===== src/rtl/irq_controller.sv =====
// irq_controller: memory-mapped interrupt controller with per-source edge/level
// capture, lowest-index priority and a claim / complete / cooldown handshake.
module irq_controller #(
    parameter int unsigned NUM_SRC   = 8,
    parameter int unsigned VEC_W     = 4,
    parameter logic [63:0] BASE_ADDR = 64'h0000_0000_8000_0020
) (
    input  logic               clk,
    input  logic               reset,
    input  logic [NUM_SRC-1:0] src_in,
    input  logic [63:0]        bus_address,
    input  logic [63:0]        bus_write_data,
    input  logic               bus_write_enable,
    input  logic               bus_read_enable,
    output logic [63:0]        bus_read_data,
    output logic               selected,
    output logic [VEC_W-1:0]   interrupt_vector,
    input  logic               interrupt_done
);

    typedef enum logic [1:0] {
        IDLE,
        ACTIVE,
        COOLDOWN
    } state_t;

    localparam logic [3:0] OFF_PENDING = 4'h0;
    localparam logic [3:0] OFF_ENABLE  = 4'h4;
    localparam logic [3:0] OFF_MODE    = 4'h8;
    localparam logic [3:0] OFF_CLAIM   = 4'hC;

    logic [63:0]        offset;
    logic               sel_pending;
    logic               sel_enable;
    logic               sel_mode;
    logic               sel_claim;
    logic [NUM_SRC-1:0] wdata;
    logic               unused_wdata;

    logic [NUM_SRC-1:0] src_q, src_d;
    logic [NUM_SRC-1:0] edge_q, edge_d;
    logic [NUM_SRC-1:0] pending_q, pending_d;
    logic [NUM_SRC-1:0] enable_q, enable_d;
    logic [NUM_SRC-1:0] mode_q, mode_d;
    logic [NUM_SRC-1:0] cand;
    logic [NUM_SRC-1:0] clr;
    logic [NUM_SRC-1:0] done_clr;
    logic [VEC_W-1:0]   cand_vec;
    state_t             state_q, state_d;
    logic [VEC_W-1:0]   vector_q, vector_d;

    assign wdata            = bus_write_data[NUM_SRC-1:0];
    assign unused_wdata     = ^bus_write_data[63:NUM_SRC];
    assign interrupt_vector = vector_q;

    // Window decode: the offset from the base must fall inside 16 bytes.
    always_comb begin
        offset      = bus_address - BASE_ADDR;
        selected    = (offset[63:4] == '0);
        sel_pending = selected && (offset[3:0] == OFF_PENDING);
        sel_enable  = selected && (offset[3:0] == OFF_ENABLE);
        sel_mode    = selected && (offset[3:0] == OFF_MODE);
        sel_claim   = selected && (offset[3:0] == OFF_CLAIM);
    end

    // Source history and a registered rising-edge strobe per line.
    always_comb begin
        src_d  = src_in;
        edge_d = src_in & ~src_q;
    end

    // Lowest enabled pending index wins; encoded directly as index+1.
    always_comb begin
        cand     = pending_q & enable_q;
        cand_vec = '0;
        for (int i = 0; i < NUM_SRC; i++) begin
            if (cand[i] && (cand_vec == '0)) begin
                cand_vec = VEC_W'(i + 1);
            end
        end
    end

    // Claim FSM next state; completion frees the claimed source's bit.
    always_comb begin
        state_d  = state_q;
        vector_d = vector_q;
        done_clr = '0;
        unique case (state_q)
            IDLE: begin
                if (cand_vec != '0) begin
                    vector_d = cand_vec;
                    state_d  = ACTIVE;
                end else begin
                    vector_d = '0;
                end
            end
            ACTIVE: begin
                if (interrupt_done) begin
                    state_d  = COOLDOWN;
                    vector_d = '0;
                    for (int i = 0; i < NUM_SRC; i++) begin
                        done_clr[i] = (vector_q == VEC_W'(i + 1));
                    end
                end
            end
            COOLDOWN: begin
                state_d  = IDLE;
                vector_d = '0;
            end
            default: begin
                state_d  = IDLE;
                vector_d = '0;
            end
        endcase
    end

    // Register file next state; a fresh edge overrides any clear.
    always_comb begin
        clr      = (bus_write_enable && sel_pending) ? wdata : '0;
        clr      = clr | done_clr;
        enable_d = (bus_write_enable && sel_enable) ? wdata : enable_q;
        mode_d   = (bus_write_enable && sel_mode) ? wdata : mode_q;
        for (int i = 0; i < NUM_SRC; i++) begin
            if (mode_q[i]) begin
                pending_d[i] = (pending_q[i] & ~clr[i]) | edge_q[i];
            end else begin
                pending_d[i] = src_in[i];
            end
        end
    end

    // Read mux: zero-extended register or zero when not addressed.
    always_comb begin
        bus_read_data = '0;
        if (selected && bus_read_enable) begin
            unique case (1'b1)
                sel_pending: bus_read_data = 64'(pending_q);
                sel_enable:  bus_read_data = 64'(enable_q);
                sel_mode:    bus_read_data = 64'(mode_q);
                sel_claim:   bus_read_data = 64'(vector_q);
                default:     bus_read_data = '0;
            endcase
        end
    end

    // Source capture and software-visible registers.
    always_ff @(posedge clk or posedge reset) begin
        if (reset) begin
            src_q     <= '0;
            edge_q    <= '0;
            pending_q <= '0;
            enable_q  <= '0;
            mode_q    <= '0;
        end else begin
            src_q     <= src_d;
            edge_q    <= edge_d;
            pending_q <= pending_d;
            enable_q  <= enable_d;
            mode_q    <= mode_d;
        end
    end

    // Claim FSM state and registered vector output.
    always_ff @(posedge clk or posedge reset) begin
        if (reset) begin
            state_q  <= IDLE;
            vector_q <= '0;
        end else begin
            state_q  <= state_d;
            vector_q <= vector_d;
        end
    end

endmodule


===== config.mk =====
export PLATFORM = sky130hd
export DESIGN_NAME = irq_controller
export DESIGN_NICKNAME = d
export VERILOG_FILES = /design/src/rtl/irq_controller.sv
export SDC_FILE = /design/constraint.sdc
export NUM_CORES = 1
export LEC_CHECK = 0
export ABC_CLOCK_PERIOD_IN_PS = 3500
export BUFFER_PORTS_ARGS = -buffer_cell sky130_fd_sc_hd__buf_2
export CAP_MARGIN = 20
export CORE_MARGIN = 3
export CORE_UTILIZATION = 39
export CTS_CLUSTER_SIZE = 20
export DETAILED_ROUTE_END_ITERATION = 10
export PLACE_DENSITY = 0.82
export SYNTH_ARGS = -nofsm -noshare
export SYNTH_HDL_FRONTEND = slang
export SYNTH_SLANG_ARGS = --single-unit

===== constraint.sdc =====
create_clock -name clk -period 3.5 [get_ports clk]
set_clock_uncertainty 0.05 [all_clocks]
set_input_delay 0.35 -clock clk [delete_from_list [all_inputs] [get_ports clk]]
set_output_delay 0.35 -clock clk [all_outputs]
set_load 0.02 [all_outputs]

==> out/qor.csv <==
metric;value;unit
status;complete, but fails checks;
violations;setup timing;
fmax;269;MHz
path_max_fanout;5;
ios;210;
slowest_stage;or4_4;
fin_nets;822;
final_cells;814;
worst_pin_slew;601;ps
holdWs;108;ps
drt_iter0_drc;335;
fin_crit;3710;ps
ir_drop;0.000224;V
cts_buffer_depth;2;
setup_tns;-2430;ps
grt.total_usage;0.253;
grt.overflow.total;0;
postRouteWirelength;15300;µm
cp.required;3100;ps
die_h;108;µm
hpwlAfterDp;12100;µm
drc;0;
critical_path.max_stage_delay;560;ps
syn_inst;478;
dp_cells;799;
path_class;in -> out;
synth-edff-count;0;
dieArea;11700;µm²
vias;4719;
htreeDepth;2;
final_layout_size_suffix_gt1_frac;0.385;
clk_latency;310;ps
grt_start_max_net_pins;47;
finalCritPeriodShare;1.06;
power_density;224;nW/µm²
critPathCaptureType;primary output;
power;1.25;mW
row_count;36;
cp-start-kind;input port;
setup_viol;21;
yosysWarnings;0;
synthArstFlopShare;1.00;
synth_area;4070;µm²
hold_class;in -> async;
report.final.slew_viol_count;0;
port_buffers;97;
ys_ff_latch;46;
crit_top_cell;buf_4;
ctsHoldBuffers;0;
coreArea;9950;µm²
grt_first_pass_wirelength;23600;µm
synthDistinctLibCells;62;
grt_pass1_vias;4660;
n_antenna_cell;0;
finalHoldViolations;0;
start_util;0.409;
clkTransAtPathRegs;100;ps
fill_cells;903;
syn_to_final_growth;37.3;%
crit_chain;buf_8, or4_4, buf_4, o41a_1, o41ai_2, nand2_1, nor4_1, nand4_1, buf_6, nor2_4, and3_1, buf_4;
rsz0062_at_grt;true;
cts_root_buf;clkbuf_8;
wl_per_cell;18.8;µm
leakagePower;2.55;nW
synth.avg_cell_area;8.51;µm²
antenna_found_initial;0;
cts_made_buffers;5;
cts_sinks;46;
cts_tree;built;
ys_seq_area_frac;0.283;
ys.flop_type;dfrtp_1;
dr.pass1.iters;5;
die_x;108;µm
routed_via_density;5.80;
relSlewSlack;0.598;
drv_cap;0;
ant_nets;0;
fin_ws;-213;ps
place_congestion;1.07;
critPathArrivalTime;3310;ps
## layout make-up
type	count	area, µm²	share of cell area
clock inverters	3	26.3	0.00470
inverters	4	15.0	0.00269
repair buffers	205	1370	0.245
flip-flops and latches	46	1150	0.206
clock buffers	5	68.8	0.0123
multi-input cells	418	2790	0.500
well taps	133	166	0.0298
## synthesized netlist by cell type, drive strengths merged, types with 3 or more instances
cell type	instances	area, µm²
o211ai	3	22.5
xnor2	10	87.6
xor2	5	43.8
or4	8	63.8
nor2b	13	81.3
nor4	18	113
and3	12	75.1
o311ai	3	26.3
nor4b	3	26.3
nor2	30	113
dfrtp	46	1150
buf	60	448
inv	4	15.0
nand4	12	75.1
o21ai	27	135
a21oi	12	60.1
nand2b	3	18.8
clkbuf	6	22.5
mux2i	17	170
a2111oi	3	26.3
o41ai	8	70.1
or3	12	75.1
o31ai	4	35.0
nand3	32	160
mux2	17	251
nor3	28	140
nand2	39	146
mux4	4	90.1
## layout by cell type (no fill, tap or decap), types with 3 or more instances in the layout
| master | Yosys | layout |
|---|---|---|
| a21oi_1 | 12 | 12 |
| and3_1 | 12 | 10 |
| buf_2 | 1 | 86 |
| buf_4 | 57 | 108 |
| buf_6 | 1 | 10 |
| clkbuf_8 | 0 | 5 |
| conb_1 | 1 | 56 |
| dfrtp_1 | 46 | 46 |
| inv_1 | 4 | 3 |
| inv_6 | 0 | 3 |
| mux2_4 | 16 | 16 |
| mux2i_1 | 17 | 17 |
| mux4_2 | 4 | 4 |
| nand2_1 | 39 | 39 |
| nand2b_1 | 3 | 3 |
| nand3_1 | 32 | 31 |
| nand4_1 | 12 | 12 |
| nor2_1 | 30 | 29 |
| nor2b_1 | 13 | 13 |
| nor3_1 | 28 | 27 |
| nor4_1 | 18 | 16 |
| nor4b_2 | 0 | 3 |
| o211ai_1 | 3 | 3 |
| o21ai_0 | 27 | 27 |
| o311ai_0 | 3 | 3 |
| o31ai_1 | 3 | 3 |
| o41ai_1 | 8 | 5 |
| or3_1 | 12 | 10 |
| or4_1 | 7 | 5 |
| or4_4 | 1 | 3 |
| xnor2_1 | 10 | 10 |
| xor2_1 | 5 | 5 |
## power by group
part           switching (mW)  internal [mW]  total (mW)  leakage [nW]
Combinational           0.212          0.132       0.344          1.90
Sequential            0.00773          0.545       0.553         0.597
Clock                   0.204          0.149       0.353        0.0495
Total                   0.424          0.825        1.25          2.55
## final timing paths
check                      slack, ps       startpoint  depth (start not counted)                to
setup reg to reg                1560     pending_q[0]                          7        state_q[0]
hold reg to reg                  350         src_q[1]                          1         edge_q[1]
setup / recovery                -210  bus_address[25]                         12  bus_read_data[6]
max in group asynchronous       2890            reset                          3          src_q[3]
min in group clk                 110        src_in[7]                          1          src_q[7]
hold / removal                   110            reset                          3         edge_q[6]
## cells by family (layout without fill, tap and decap cells)
family,count (synthesis),count (layout),synth area share
compound gates,80,80,0.134
simple gates,227,228,0.301
buf+inv,70,217,0.119
fa+ha+maj,1,1,0.00307
mux,38,38,0.126
flops,46,46,0.283
xor+xnor,15,15,0.0323
other cells,1,56,0.000922
## through the flow
stage | util | cell area (µm²) | worst slack (ps)
2_1_floorplan | - | 4290 | -59.3
3_3_place_gp | 0.525 | 5230 | -522
3_5_place_dp | 0.525 | 5230 | -515
4_1_cts | 0.558 | 5550 | -106
5_1_grt | 0.561 | 5590 | -292
6_report | 0.561 | 5590 | -213
## worst max-delay path: cells and delay by family
family          cells  cell delay (ps)
simple gates        6             1490
compound gates      2              870
buf+inv             4              610
## metal layers
layer,vias to the layer above,global-route usage,wire [µm]
met5,-,0,0
met2,339,0.437,7270
li1,2106,-,-
met4,0,0.0839,448
met1,2225,0.319,6050
met3,49,0.0472,1540
## state kept, by name (all words and copies together), names as in the netlist
| name | count |
|---|---|
| state_q | 2 |
| interrupt_vector | 4 |
| pending_q | 8 |
| mode_q | 8 |
| enable_q | 8 |
| src_q | 8 |
| edge_q | 8 |
## what timing repair did
item / CTS / global route
pin swaps: 9 / 7
endpoints found under the setup margin: 25 / 25
resized for setup: 40 / 11
setup buffers: 7 / 2
endpoints found under the hold margin: 0 / 0
cloned: 1 / 0
Power figures use the tool's default switching activity.
